==> config.mk <==
export PLATFORM = sky130hd
export DESIGN_NAME = seg_scan_ctrl
export DESIGN_NICKNAME = d
export VERILOG_FILES = /design/src/rtl/seg_scan_ctrl.sv
export SDC_FILE = /design/constraint.sdc
export NUM_CORES = 1
export LEC_CHECK = 0
export CAP_MARGIN = 25
export CORE_MARGIN = 4
export CORE_UTILIZATION = 43
export DETAILED_ROUTE_END_ITERATION = 8
export GPL_ROUTABILITY_DRIVEN = 0
export GPL_TIMING_DRIVEN = 0
export PLACE_DENSITY_LB_ADDON = 0.12
export SLEW_MARGIN = 5
export SYNTH_ARGS = -nofsm -noshare
export SYNTH_HDL_FRONTEND = slang
export SYNTH_SLANG_ARGS = --single-unit
==> constraint.sdc <==
create_clock -name clk -period 2.4 [get_ports clk]
set_input_delay 0.36 -clock clk [delete_from_list [all_inputs] [get_ports clk]]
set_output_delay 0.36 -clock clk [all_outputs]
set_load 0.02 [all_outputs]
==> src/rtl/seg_scan_ctrl.sv <==
// seg_scan_ctrl: 4-digit seven-segment scan scheduler with frame-synchronous load, message overlay and blink
module seg_scan_ctrl #(
  parameter int REFRESH_DIV  = 100000,
  parameter int BLINK_FRAMES = 128,
  parameter int MSG_FRAMES   = 1000
) (
  input  logic        clk,
  input  logic        rst,
  input  logic        enable,
  input  logic [19:0] data_in,
  input  logic        load,
  input  logic [19:0] msg_in,
  input  logic        msg_req,
  input  logic [3:0]  blink_mask,
  output logic [3:0]  anode,
  output logic [4:0]  digit_code,
  output logic        frame_tick,
  output logic        msg_busy
);
  localparam int CW = $clog2(REFRESH_DIV);
  localparam int BW = $clog2(BLINK_FRAMES + 1);
  localparam int MW = $clog2(MSG_FRAMES + 1);
  localparam logic [4:0] BLANK = 5'd17;
  localparam logic [19:0] BLANK4 = {4{BLANK}};
  typedef enum logic [1:0] {IDLE, ARMED, SHOW} state_t;
  state_t state_q, state_d;
  logic [CW-1:0] cnt_q, cnt_d;
  logic [1:0] slot_q, slot_d;
  logic [BW-1:0] bcnt_q, bcnt_d;
  logic blink_q, blink_d;
  logic [MW-1:0] mcnt_q, mcnt_d;
  logic [19:0] disp_q, disp_d, pend_q, pend_d, msg_q, msg_d;
  logic pend_v_q, pend_v_d;
  logic [3:0] anode_d;
  logic [4:0] code_d;
  logic tc, bnd;
  always_comb begin
    tc = cnt_q == CW'(REFRESH_DIV - 1);
    bnd = tc && slot_q == 2'd3;
    cnt_d = tc ? '0 : cnt_q + 1'b1;
    slot_d = tc ? slot_q + 1'b1 : slot_q;
    bcnt_d = !bnd ? bcnt_q : (bcnt_q == BW'(BLINK_FRAMES - 1)) ? '0 : bcnt_q + 1'b1;
    blink_d = (bnd && bcnt_q == BW'(BLINK_FRAMES - 1)) ? ~blink_q : blink_q;
    // a load landing on the boundary itself bypasses pending and goes straight to display
    disp_d = bnd ? (load ? data_in : pend_v_q ? pend_q : disp_q) : disp_q;
    pend_d = (load && !bnd) ? data_in : pend_q;
    pend_v_d = bnd ? 1'b0 : (load | pend_v_q);
    state_d = state_q;
    mcnt_d = mcnt_q;
    msg_d = msg_q;
    case (state_q)
      IDLE: if (msg_req) begin
        state_d = ARMED;
        msg_d = msg_in;
      end
      ARMED: if (bnd) begin
        state_d = SHOW;
        mcnt_d = '0;
      end
      SHOW: if (bnd) begin
        state_d = (mcnt_q == MW'(MSG_FRAMES - 1)) ? IDLE : SHOW;
        mcnt_d = mcnt_q + 1'b1;
      end
      default: state_d = IDLE;
    endcase
    anode_d = enable ? ~(4'b0001 << slot_q) : 4'b1111;
    code_d = !enable ? BLANK :
             state_q == SHOW ? msg_q[5*slot_q +: 5] :
             (blink_q && blink_mask[slot_q]) ? BLANK : disp_q[5*slot_q +: 5];
  end
  always_ff @(posedge clk) begin
    if (rst) begin
      state_q <= IDLE;
      cnt_q <= '0;
      slot_q <= '0;
      bcnt_q <= '0;
      blink_q <= 1'b0;
      mcnt_q <= '0;
      disp_q <= BLANK4;
      pend_q <= BLANK4;
      msg_q <= BLANK4;
      pend_v_q <= 1'b0;
      anode <= 4'b1111;
      digit_code <= BLANK;
      frame_tick <= 1'b0;
      msg_busy <= 1'b0;
    end else begin
      state_q <= state_d;
      cnt_q <= cnt_d;
      slot_q <= slot_d;
      bcnt_q <= bcnt_d;
      blink_q <= blink_d;
      mcnt_q <= mcnt_d;
      disp_q <= disp_d;
      pend_q <= pend_d;
      msg_q <= msg_d;
      pend_v_q <= pend_v_d;
      anode <= anode_d;
      digit_code <= code_d;
      frame_tick <= bnd;
      msg_busy <= state_d != IDLE;
    end
  end
endmodule

==> qor.yml <==
syn_inst: 588
clockBufferDepth: 2
tightest_slew_ns: 0.783
synthArstFlopShare_pct: 0
final_antenna_net_count: 0
vias: 4763
synthFlopType: "dfxtp_1"
leakage_nw: 2.25
cts_hold_buf: 0
cp.required_ns: 2.61
fmax_ghz: 0.447
final_nets: 713
finalSetupViolCount: 0
worst-setup-path-type: "register to register"
cts_sinks: 112
num_io_pins: 60
cts_tree: "yes"
numPortBuffers: 58
dieArea_sq_um: 14300
avgSynthCellArea_sq_um: 9.09
cp-start-kind: "register"
cts_buffers: 9
path_clk_slew_ns: 0.07
status: "completed"
power_per_cell_area_nw_per_um2: 570
peakVddDrop_uv: 356
hold_violations: 0
grt_pass1_wl_um: 23200
insertion_delay_ns: 0.35
grt_overflow: 0
endpoint_kind: "register"
skew_ns: 0.00789
grt_max_degree: 17
fp.dieW_um: 120
regArea_sq_um: 2240
critPathBufInv: 2
yosysWarnings: 0
r2r_slack_ns: 0.16
worstPathMaxFanout: 10
cts.repair.resized: 0
slowest_stage: "dfxtp_1"
dpl.hpwl_um: 10300
cts_max_level: 3
first_iter_violations: 264
rr_worst_depth: 7
cts_setup_buffers: 0
final.setup.worst_slack_ns: 0.163
grtUsageTotal_pct: 20.1
post-place-ws_ns: -0.0294
cp_cell_sequence: "ha_1 -> and4_1 -> buf_4 -> nand3_1 -> clkbuf_1 -> o31ai_1 -> a21oi_1"
ys_seq_area_share_pct: 41.9
slew-limit-headroom_pct: 47.8
vias_per_cell: 5.75
netlist_area_sq_um: 5350
area_growth_pct: 19.9
cp.depth: 7
synth_nets: 644
nFillCells: 1176
firstDrtPassIters: 5
fin_crit_ns: 2.24
grt_antenna_before_repair: 0
grt_pass1_vias: 4577
yosys-top-cells-area: "dfxtp_1 42%, mux2i_1 7.7%, nand2_1 6.5%"
drt_wl_total_um: 14300
yosysTopAreaCell: "dfxtp_1"
worst_ep_arrival_time_ns: 2.45
finalMaxSlewViolations: 0
core_sq_um: 12100
slowest_delay_ns: 0.37
cp-endpoint: "bcnt_q[6]"
r2r-start: "cnt_q[0]"
critPathTopFamily: "simple AND/OR/NAND/NOR gates"
diodes: 0
start_util_pct: 44.2
clockRootBuffer: "clkbuf_16"
dp_cells: 814
die_h_um: 120
multiInputGateArea_sq_um: 2870
final_core_util_pct: 52.9
startpoint: "cnt_q[0]"
drv_cap: 0
num_rows: 40
netlist.area_leader.share_pct: 41.9
period_share_pct: 93.2
regToRegEndpoint: "bcnt_q[6]"
drc: 0
drive_gt1_share_pct: 6.81
synth-seq-cells: 112
routedWlPerCell_um: 17.2
stdcell_count: 829
synth_edf_count: 0
hold_class: "register to register"
ys_types: 55
[logic make-up after synthesis]
logic type | Yosys count | share of synthesized area [%]
buffers and inverters | 60 | 4.61
XOR/XNOR | 14 | 2.29
adder cells (fa/ha/maj) | 7 | 1.64
flip-flops | 112 | 41.9
AO/OA/AOI/OAI | 112 | 14.9
multiplexers | 52 | 12.3
AND/OR/NAND/NOR | 231 | 22.3
[tightest hold or removal path, delay by kind of cell, from the launching register on]
| family | cells | cell delay, ns |
|---|---|---|
| DFF | 1 | 0.31 |
| muxes | 1 | 0.05 |
| and+or+nand+nor | 1 | 0.05 |
[state kept, by name (all words and copies together) (netlist names)]
signal      flops
bcnt_q          8
digit_code      5
frame_tick      1
disp_q         20
blink_q         1
msg_busy        1
pend_q         20
cnt_q          17
mcnt_q         10
state_q         2
msg_q          20
anode           4
slot_q          2
pend_v_q        1
[metrics by stage]
stage | power [mW] | setup TNS [ns] | instance area [sq um] | hold slack (ns)
after floorplan | 2.17 | 0 | 5350 | 0.430
after global placement | 2.32 | -0.525 | 6140 | 0.442
after detailed placement | 2.33 | -0.201 | 6140 | 0.447
after CTS | 3.69 | 0 | 6390 | 0.460
after global routing | 3.80 | -0.00133 | 6410 | 0.482
final | 3.65 | 0 | 6410 | 0.456
[synth_stat cells (all sizes together), types with 5 or more instances]
library cell and number:
nand4 12, a311oi 8, o41ai 13, o31ai 10
inv 13, buf 12, nand3 28, o311ai 14
dfxtp 112, and4 5, xor2 5, and3 6
ha 7, o21ai 10, a41oi 10, mux2i 41
xnor2 9, a21oi 34, mux4 11, nor3 6
or4 10, clkbuf 35, nor2 39, nor4 8
nand2 94
[power by group]
group / switching, mW / internal [mW]
clock: 0.668 / 0.699
combinational: 0.185 / 0.159
sequential: 0.0277 / 1.91
total: 0.881 / 2.77
[layer usage]
| metal | up-vias | track usage [%] | part of all wire [%] |
|---|---|---|---|
| li1 | 2314 | - | - |
| met1 | 2268 | 27.3 | 46 |
| met2 | 158 | 31.3 | 45 |
| met3 | 23 | 3.96 | 5.9 |
| met4 | 0 | 8.45 | 2.5 |
| met5 | - | 0 | 0 |
[worst min-delay path by stage]
| stage | endpoint | startpoint | depth (start not counted) | slack, ns |
|---|---|---|---|---|
| 2_1_floorplan | cnt_q[0] | cnt_q[0] | 1 | 0.43 |
| 3_3_place_gp | msg_q[17] | msg_q[17] | 2 | 0.44 |
| 3_5_place_dp | pend_q[13] | pend_q[13] | 2 | 0.45 |
| 4_1_cts | pend_q[8] | pend_q[8] | 2 | 0.46 |
| 5_1_grt | pend_q[6] | pend_q[6] | 2 | 0.48 |
| 6_report | pend_q[13] | pend_q[13] | 2 | 0.46 |
[cells in the final DEF (no fill, tap or decap), types with 8 or more instances in the layout]
cell type        netlist  layout
o41ai_1               13      13
mux4_2                11      11
inv_1                 13      13
clkdlybuf4s50_1        0      58
nor4_1                 8       8
o21ai_0               10      10
nand3_1               27      27
o31ai_1               10      10
a41oi_1               10      10
dfxtp_1              112     111
clkbuf_16              0       9
xnor2_1                9       9
nor2_1                39      39
o311ai_1               8       8
clkbuf_1              35      38
a21oi_1               34      34
mux2i_1               41      41
a311oi_1               8       8
nand4_1               10      10
nand2_1               93      93
or4_1                  9       9
[cell type report]
type / instances / share of cell area (%)
buffer: 47 / 3.12
tap: 168 / 3.28
inverter: 13 / 0.761
timing repair buffer: 58 / 9.06
clock buffer: 12 / 3.69
multi-input combinational: 416 / 44.8
sequential: 112 / 35.0
clock inverter: 3 / 0.312
Note: power is estimated with default switching activity, not from simulation.
